### src/rtl/mux_scan_ctrl_pkg.sv
// Shared constants and state encoding for the mux16 scan sequencer.
package mux_scan_ctrl_pkg;

    localparam int SEL_W     = 4;
    localparam int NCH       = 16;
    localparam int CNT_W     = 4;
    localparam int DWELL_MIN = 1;
    localparam int DWELL_MAX = 16;

    typedef enum logic [1:0] {
        IDLE = 2'd0,
        SCAN = 2'd1,
        DONE = 2'd2
    } scan_state_e;

    function automatic bit dwell_legal(input int dwell);
        return (dwell >= DWELL_MIN) && (dwell <= DWELL_MAX);
    endfunction

endpackage

### src/rtl/mux_scan_ctrl_if.sv
// Bundle of the select/sample lines toward mux16 and the downstream word handshake.
interface mux_scan_ctrl_if;
    import mux_scan_ctrl_pkg::*;

    logic             start;
    logic [SEL_W-1:0] sel;
    logic             y_in;
    logic             busy;
    logic [NCH-1:0]   dout;
    logic             dout_valid;
    logic             dout_ready;

    modport slave (
        input  start, y_in, dout_ready,
        output sel, busy, dout, dout_valid
    );

    modport master (
        output start, y_in, dout_ready,
        input  sel, busy, dout, dout_valid
    );

endinterface

### src/rtl/mux_scan_ctrl_scan_dwell_timer.sv
// Per-channel dwell counter: tick marks the last cycle sel is held; clr forces it back to zero.
module scan_dwell_timer
    import mux_scan_ctrl_pkg::*;
#(
    parameter int DWELL = 1
) (
    input  logic clk,
    input  logic rst,
    input  logic clr,
    input  logic en,
    output logic tick
);

    localparam logic [CNT_W-1:0] LAST = CNT_W'(DWELL - 1);

    generate
        if (!dwell_legal(DWELL)) begin : g_bad_dwell
            $error("scan_dwell_timer: DWELL out of range 1..16");
        end
    endgenerate

    logic [CNT_W-1:0] cnt_q;
    logic [CNT_W-1:0] cnt_d;

    assign tick = (cnt_q == LAST);

    // Wraps to zero on tick so the count never exceeds DWELL-1.
    always_comb begin
        cnt_d = cnt_q;
        if (clr) begin
            cnt_d = '0;
        end else if (en) begin
            cnt_d = tick ? '0 : cnt_q + CNT_W'(1);
        end
    end

    always_ff @(posedge clk or posedge rst) begin
        if (rst) begin
            cnt_q <= '0;
        end else begin
            cnt_q <= cnt_d;
        end
    end

endmodule

### src/rtl/mux_scan_ctrl.sv
// Scan sequencer around mux16: steps sel 0..15, samples y_in per channel, hands off a 16-bit word.
// Define MUX_SCAN_CONT_EN for continuous rescanning after the first start.
module mux_scan_ctrl
    import mux_scan_ctrl_pkg::*;
#(
    parameter int DWELL = 1
) (
    input  logic             clk,
    input  logic             rst,
    mux_scan_ctrl_if.slave   bus
);

    scan_state_e      state_q, state_d;
    logic [SEL_W-1:0] sel_q, sel_d;
    logic [NCH-1:0]   shadow_q, shadow_d;
    logic [NCH-1:0]   dout_q, dout_d;
    logic             dout_valid_q, dout_valid_d;
    logic             timer_clr;
    logic             timer_en;
    logic             dwell_tick;

    scan_dwell_timer #(
        .DWELL (DWELL)
    ) u_dwell (
        .clk  (clk),
        .rst  (rst),
        .clr  (timer_clr),
        .en   (timer_en),
        .tick (dwell_tick)
    );

    always_comb begin
        state_d      = state_q;
        sel_d        = sel_q;
        shadow_d     = shadow_q;
        dout_d       = dout_q;
        dout_valid_d = dout_valid_q;
        timer_clr    = 1'b1;
        timer_en     = 1'b0;

        unique case (state_q)
            IDLE: begin
                sel_d = '0;
                if (bus.start) begin
                    state_d = SCAN;
                end
            end

            SCAN: begin
                timer_clr = 1'b0;
                timer_en  = 1'b1;
                if (dwell_tick) begin
                    shadow_d[sel_q] = bus.y_in;
                    // Last channel goes straight into dout; shadow bit 15 is never read.
                    if (sel_q == SEL_W'(NCH - 1)) begin
                        dout_d       = {bus.y_in, shadow_q[NCH-2:0]};
                        dout_valid_d = 1'b1;
                        state_d      = DONE;
                    end else begin
                        sel_d = sel_q + SEL_W'(1);
                    end
                end
            end

            DONE: begin
                if (bus.dout_ready) begin
                    dout_valid_d = 1'b0;
                    sel_d        = '0;
`ifdef MUX_SCAN_CONT_EN
                    state_d      = SCAN;
`else
                    state_d      = IDLE;
`endif
                end
            end

            default: begin
                state_d      = IDLE;
                sel_d        = '0;
                dout_valid_d = 1'b0;
            end
        endcase
    end

    always_ff @(posedge clk or posedge rst) begin
        if (rst) begin
            state_q      <= IDLE;
            sel_q        <= '0;
            shadow_q     <= '0;
            dout_q       <= '0;
            dout_valid_q <= 1'b0;
        end else begin
            state_q      <= state_d;
            sel_q        <= sel_d;
            shadow_q     <= shadow_d;
            dout_q       <= dout_d;
            dout_valid_q <= dout_valid_d;
        end
    end

    assign bus.sel        = sel_q;
    assign bus.busy       = (state_q != IDLE);
    assign bus.dout       = dout_q;
    assign bus.dout_valid = dout_valid_q;

endmodule

### src/flat_wrapper.sv
// flat-port wrapper written by rule: the top's interface ports become plain ports
module mux_scan_ctrl_flat import mux_scan_ctrl_pkg::*;
#(
    parameter int DWELL = 1
)
  (clk, rst, bus_start, bus_y_in, bus_dout_ready, bus_sel, bus_busy, bus_dout, bus_dout_valid);
  mux_scan_ctrl_if bus_i ();
  input  logic clk;
  input  logic rst;
  input wire logic [$bits(bus_i.start)-1:0] bus_start;
  input wire logic [$bits(bus_i.y_in)-1:0] bus_y_in;
  input wire logic [$bits(bus_i.dout_ready)-1:0] bus_dout_ready;
  output wire logic [$bits(bus_i.sel)-1:0] bus_sel;
  output wire logic [$bits(bus_i.busy)-1:0] bus_busy;
  output wire logic [$bits(bus_i.dout)-1:0] bus_dout;
  output wire logic [$bits(bus_i.dout_valid)-1:0] bus_dout_valid;
  assign bus_i.start = bus_start;
  assign bus_i.y_in = bus_y_in;
  assign bus_i.dout_ready = bus_dout_ready;
  assign bus_sel = bus_i.sel;
  assign bus_busy = bus_i.busy;
  assign bus_dout = bus_i.dout;
  assign bus_dout_valid = bus_i.dout_valid;
  mux_scan_ctrl #(.DWELL(DWELL)) u_core (.clk(clk), .rst(rst), .bus(bus_i));
endmodule
### config.mk
export PLATFORM = sky130hd
export DESIGN_NAME = mux_scan_ctrl_flat
export DESIGN_NICKNAME = d
export VERILOG_FILES = /design/src/rtl/mux_scan_ctrl_pkg.sv /design/src/rtl/mux_scan_ctrl_if.sv /design/src/rtl/mux_scan_ctrl_scan_dwell_timer.sv /design/src/rtl/mux_scan_ctrl.sv /design/src/flat_wrapper.sv
export SDC_FILE = /design/constraint.sdc
export NUM_CORES = 1
export LEC_CHECK = 0
export BUFFER_PORTS_ARGS = -buffer_cell sky130_fd_sc_hd__clkbuf_2
export CAP_MARGIN = 15
export CORE_MARGIN = 1.5
export CORE_UTILIZATION = 30
export CTS_CLUSTER_DIAMETER = 40
export DETAILED_ROUTE_END_ITERATION = 8
export GPL_TIMING_DRIVEN = 0
export PLACE_DENSITY = 0.47
export SYNTH_ARGS = -nofsm -noshare
export SYNTH_HDL_FRONTEND = slang
export SYNTH_SLANG_ARGS = --single-unit
### constraint.sdc
create_clock -name clk -period 2.36 [get_ports clk]
set_input_delay 0.472 -clock clk [delete_from_list [all_inputs] [get_ports clk]]
set_output_delay 0.472 -clock clk [all_outputs]
set_load 0.05 [all_outputs]
# [Yosys cells after proc, flatten, opt, wreduce, memory -nomap -nowiden]
# Cells that the tools add are included.
[op_classes] add_sub_neg=2 order_cmp=2 eq_ne=9 n_mux=20 bitwise_logic=1 n_reduce_logical=9
[op_table] operator="2-to-1 mux 4 bit" count=6
[op_table] operator="bitwise mux 16 bit" count=1
[op_table] operator="adder 4 x 1 -> 4 bit (second input constant)" count=2
[op_table] operator="2-to-1 mux 2 bit" count=4
[op_table] operator="inequality test 2 bit (second input constant)" count=4
[op_table] operator="one-hot mux 4 bit (2 select lines)" count=1
[op_table] operator="AND reduction 4 bit" count=2
[op_table] operator="one-hot mux 2 bit (3 select lines)" count=1
[op_table] operator="AND reduction 3 bit" count=2
[op_table] operator="< comparator 4 x 5 -> 1 bit (second input constant)" count=1
[op_table] operator="2-to-1 mux 1 bit" count=5
[op_table] operator="demux 1 bit (select 4 bit)" count=1
[op_table] operator="equality test 4 bit (second input constant)" count=1
[op_table] operator="greater-or-equal comparator 4 x 1 -> 1 bit (second input constant)" count=1
[op_table] operator="logical NOT 4 bit" count=1
[op_table] operator="inequality test 2 x 1 -> 1 bit (second input constant)" count=2
[op_table] operator="one-hot mux 1 bit (3 select lines)" count=1
[op_table] operator="equality test 2 x 1 -> 1 bit (second input constant)" count=1
[op_table] operator="equality test 2 bit (second input constant)" count=1
[op_table] operator="logical NOT 2 bit" count=1
[op_table] operator="AND reduction 2 bit" count=1
[op_table] operator="nonzero test 2 bit" count=1
[op_table] operator="logical AND 1 bit" count=1
[op_table] operator="inverter 1 bit" count=1
[word_totals] register_bits=43 inputBits=5 output_inout_bits=22 elab_cells=49

# [Depth between registers and ports, before layout]
[logic_depth] depth_word=5 ltp_mapped=7 depth_no_buf=5

# [Cells and area by module]
# From an unflattened synthesis, not the netlist that was laid out.
[unflattened] hier_cells=161 area_unflattened_um2=2035.7
[by_module_without_submodules] module="mux_scan_ctrl" n_inst=1 cells_each=137 area_each_um2=1791.7 seq_area_each_um2=950.9
[by_module_without_submodules] module="scan_dwell_timer" n_inst=1 cells_each=24 area_each_um2=244.0 seq_area_each_um2=100.1

# [Worst setup path before layout]
# No wires, ideal clock.
[synth_timing] path_type="flip-flop to flip-flop" from="register u_core.sel_q[0] (netlist: u_core.bus.sel[0])" to="register u_core.dout_q[0] (netlist: u_core.bus.dout[0])" setup_time_ns=0.125 arrival_ns=2.048 required_time_ns=2.235 path_slack_ns=0.187 stages_incl_launch_ff=8 path_buffers=3 synth_period_minus_slack_ns=2.173 path_cell_list="dfrtp_1 > ha_1 > clkbuf_2 > and3_1 > clkbuf_1 > nand3_4 > buf_6 > mux2_4"
[synth_between] elab_chain_cells=2
[synth_lines] element="from (decl)" line="mux_scan_ctrl.sv:14" text="logic [SEL_W-1:0] sel_q, sel_d;"
[synth_lines] element="from (signal assigned)" line="mux_scan_ctrl.sv:94" text="sel_q <= sel_d;"
[synth_lines] element="equality test 4 bit" line="mux_scan_ctrl.sv:55" text="if (sel_q == SEL_W'(NCH - 1)) begin"
[synth_lines] element="AND reduction 3 bit (no line)"
[synth_lines] element="to (signal assigned)" line="mux_scan_ctrl.sv:96" text="dout_q <= dout_d;"
[synth_lines] element="to (decl)" line="mux_scan_ctrl.sv:16" text="logic [NCH-1:0] dout_q, dout_d;"
# No other way between the ends.
# A chain may end at the register's enable or synchronous reset.

# [Worst setup path after layout]
[layout_timing] from="register u_core.state_q[0]" to="output port bus_busy"
[layout_between] elab_chain_cells=1
[layout_lines] element="from (decl)" line="mux_scan_ctrl.sv:13" text="scan_state_e state_q, state_d;"
[layout_lines] element="from (signal assigned)" line="mux_scan_ctrl.sv:93" text="state_q <= state_d;"
[layout_lines] element="nonzero test 2 bit" line="mux_scan_ctrl.sv:102" text="assign bus.busy = (state_q != IDLE);"
[layout_lines] element="to (decl)" line="flat_wrapper.sv:14" text="output wire logic [$bits(bus_i.busy)-1:0] bus_busy;"
# No other way between the ends.

==> results.sh <==
export IMPL_wl_met3_um=199
export IMPL_critPathLaunch="u_core.state_q[0]"
export IMPL_wire_per_inst_um=14.6
export IMPL_grt_pass1_vias=1389
export IMPL_place_area_um2=2190
export IMPL_antenna_left=0
export IMPL_io_pins=27
export IMPL_dp_cells=256
export IMPL_num_antenna_cells=0
export IMPL_p_clk_share_pct=15.6
export IMPL_synth_edff_count=0
export IMPL_yosysTopAreaCell="dfrtp_1"
export IMPL_rows=29
export IMPL_grt_max_degree=43
export IMPL_root_buffer="clkbuf_8"
export IMPL_leakage_nw=1.08
export IMPL_hold_slack_ps=339
export IMPL_fin_nets=197
export IMPL_synth_compound_area_share_pct=5.09
export IMPL_globalplace_congestion=0.729
export IMPL_synth_top_area_share_pct=53.4
export IMPL_p_int_mw=1.96
export IMPL_p_sw_share_pct=44.6
export IMPL_cts_tree="done"
export IMPL_grt_overflow_total=0
export IMPL_hold_viol=0
export IMPL_synth_fa_ha_area_share_pct=3.82
export IMPL_worstSetupEndpointType="output port"
export IMPL_synthCells=153
export IMPL_rsz0062_at_grt="false"
export IMPL_syn_avg_cell_area_um2=12.9
export IMPL_synth_xor_area_share_pct=0.891
export IMPL_synth_seq_area_share_pct=53.4
export IMPL_portBuffers=26
export IMPL_synthMuxAreaShare_pct=19.7
export IMPL_synth_area_leaders="dfrtp_1 53%, mux2_2 12%, mux2_4 7.6%, nand4_1 4.8%, ha_1 3.8%"
export IMPL_max_freq_ghz=0.467
export IMPL_ir_drop_mv=0.762
export IMPL_vias_per_cell=4.87
export IMPL_drive_above_1_share_pct=38.5
export IMPL_clock_latency_ps=290
export IMPL_cts_sinks=42
export IMPL_ys_flop_type="dfrtp_1"
export IMPL_dr_first_iter_drc_count=70
export IMPL_grt_first_pass_wirelength_um=6780
export IMPL_start_util_pct=31.0
export IMPL_outcome="finished clean"
export IMPL_clkTransAtPathRegs_ps=80
export IMPL_setup_violations=0
export IMPL_clk_path_buf_depth=2
export IMPL_top_layer="met4"
export IMPL_cap_violations=0
export IMPL_crit_reg2reg_launch="u_core.bus.sel[0]"
export IMPL_wl_met2_um=1910
export IMPL_fin_crit_ps=2140
export IMPL_ys_warn_count=0
export IMPL_dp_hpwl_um=2810
export IMPL_p_per_area_nw_per_um2=1540
export IMPL_fp_dieArea_um2=7050
export IMPL_p_seq_share_pct=35.6
export IMPL_power_switching_mw=1.58
export IMPL_die_h_um=84.0
export IMPL_drc=0
export IMPL_area_delta_synth_final_pct=17.0
export IMPL_synth_cell_type_count=33
export IMPL_synth_area_um2=1970
export IMPL_met1_length_um=1690
export IMPL_tns_ps=0
export IMPL_crit_type="reg -> out"
export IMPL_numCtsBuffers=5
export IMPL_clock_skew_ps=5.51
export IMPL_core_um2=6350
export IMPL_final_cell_mix="42 x dfrtp_1, 28 x clkbuf_2, 21 x mux2_2, 15 x nand4_1, 10 x mux2_4"
export IMPL_ys_seq_elements=42
export IMPL_final_area_um2=2300
export IMPL_h_tree_depth=2
export IMPL_grt_usage_pct=12.2
export IMPL_cp_start_kind="register"
export IMPL_drt_wl_total_um=3850
export IMPL_pwr_share_comb_pct=48.8
export IMPL_hold_class="in -> async"
export IMPL_num_fill_cells=606
export IMPL_synth_top_family_by_area="multiplexers"
export IMPL_maxSlewHeadroom_pct=36.7
export IMPL_final_common_cell="dfrtp_1"
export IMPL_grt_antenna_before_repair=0
export IMPL_r2r_slack_ps=250
export IMPL_crit_arrival_ps=1670
export IMPL_p_total_mw=3.53
export IMPL_worst_slew_pin_slew_ps=948
export IMPL_syn_num_nets=164
export IMPL_yosys_area_share_simple_pct=12.8
export IMPL_cp_max_fo=10
export IMPL_slew_viol_final=0
export IMPL_holdBufCountCts=0
export IMPL_post_route_period_util_pct=90.6
export IMPL_dieWidth_um=84.0
export IMPL_synthArstFlopShare_pct=100
export IMPL_vias=1285
export IMPL_dr_pass1_iters=4
export IMPL_required_ps=1890
export IMPL_stdcell_count=264
-- cell families after synthesis --
family	after synthesis
adder cells (fa/ha/maj)	6
flip-flops	42
buffers and inverters	18
XOR/XNOR	2
multiplexers	31
AO/OA/AOI/OAI	14
AND/OR/NAND/NOR	40
-- flip-flops by register name, indices dropped and copies added, names as in the netlist --
name,count
u_core.bus.dout,16
u_core.bus.dout_valid,1
u_core.bus.sel,4
u_core.shadow_q,15
u_core.state_q,2
u_core.u_dwell.cnt_q,4
-- worst max-delay path, cell delays in order, from the launching register on --
cell and delay, ps:
dfrtp_1 370, clkbuf_1 200, clkbuf_2 250, or2_2 320, clkbuf_2 240
-- final timing paths --
kind,end,cells past startpoint
setup / recovery,bus_busy,4
hold / removal,u_core.shadow_q[10],2
setup reg to reg,u_core.bus.dout[0],7
hold reg to reg,u_core.bus.dout[3],1
max in group asynchronous,u_core.bus.dout_valid,2
min in group clk,u_core.state_q[0],3
-- routing by layer --
layer / up-vias / global-route usage (%)
met1: 643 / 15.0
met2: 26 / 20.1
met4: 0 / 4.17
li1: 611 / -
met5: - / 0
met3: 5 / 4.15
-- cells in the mapped netlist (all sizes together), types with 2 or more instances --
| master | number |
|---|---|
| nor2 | 6 |
| clkbuf | 7 |
| a2bb2oi | 2 |
| nor3 | 2 |
| o211ai | 2 |
| dfrtp | 42 |
| ha | 6 |
| nand3 | 3 |
| o21ai | 3 |
| nor2b | 2 |
| and3 | 2 |
| nand2 | 4 |
| inv | 9 |
| buf | 2 |
| a31oi | 2 |
| mux2 | 31 |
| nand4 | 15 |
-- per-stage QoR --
stage / worst slack (ps) / utilization [%]
after detailed placement: 236 / 34.5
after global placement: 297 / 34.5
final: 221 / 36.2
after global routing: 134 / 36.2
after CTS: 98.7 / 36.2
after floorplan: 187 / -
-- cell type report --
cell class | count | area (um2) | share of cell area (%)
sequential | 42 | 1050 | 45.7
multi-input combinational | 93 | 832 | 36.2
timing repair buffer | 26 | 130 | 5.66
tap | 77 | 96.3 | 4.19
clock buffer | 7 | 76.3 | 3.32
buffer | 9 | 51.3 | 2.23
inverter | 9 | 33.8 | 1.47
clock inverter | 1 | 30.0 | 1.31
-- power groups by stage --
stage | sequential (mW) | combinational, mW | clock, mW
after CTS | 1.26 | 1.74 | 0.566
after global placement | 1.26 | 1.71 | 0
after global routing | 1.31 | 1.85 | 0.609
after detailed placement | 1.28 | 1.74 | 0
after floorplan | 1.81 | 0.802 | 0
final | 1.26 | 1.72 | 0.552
-- what timing repair did --
item	4_1_cts	5_1_grt
setup buffers	0	0
resized for setup	0	2
setup endpoints to repair	0	1
(Power assumes the default switching activity.)
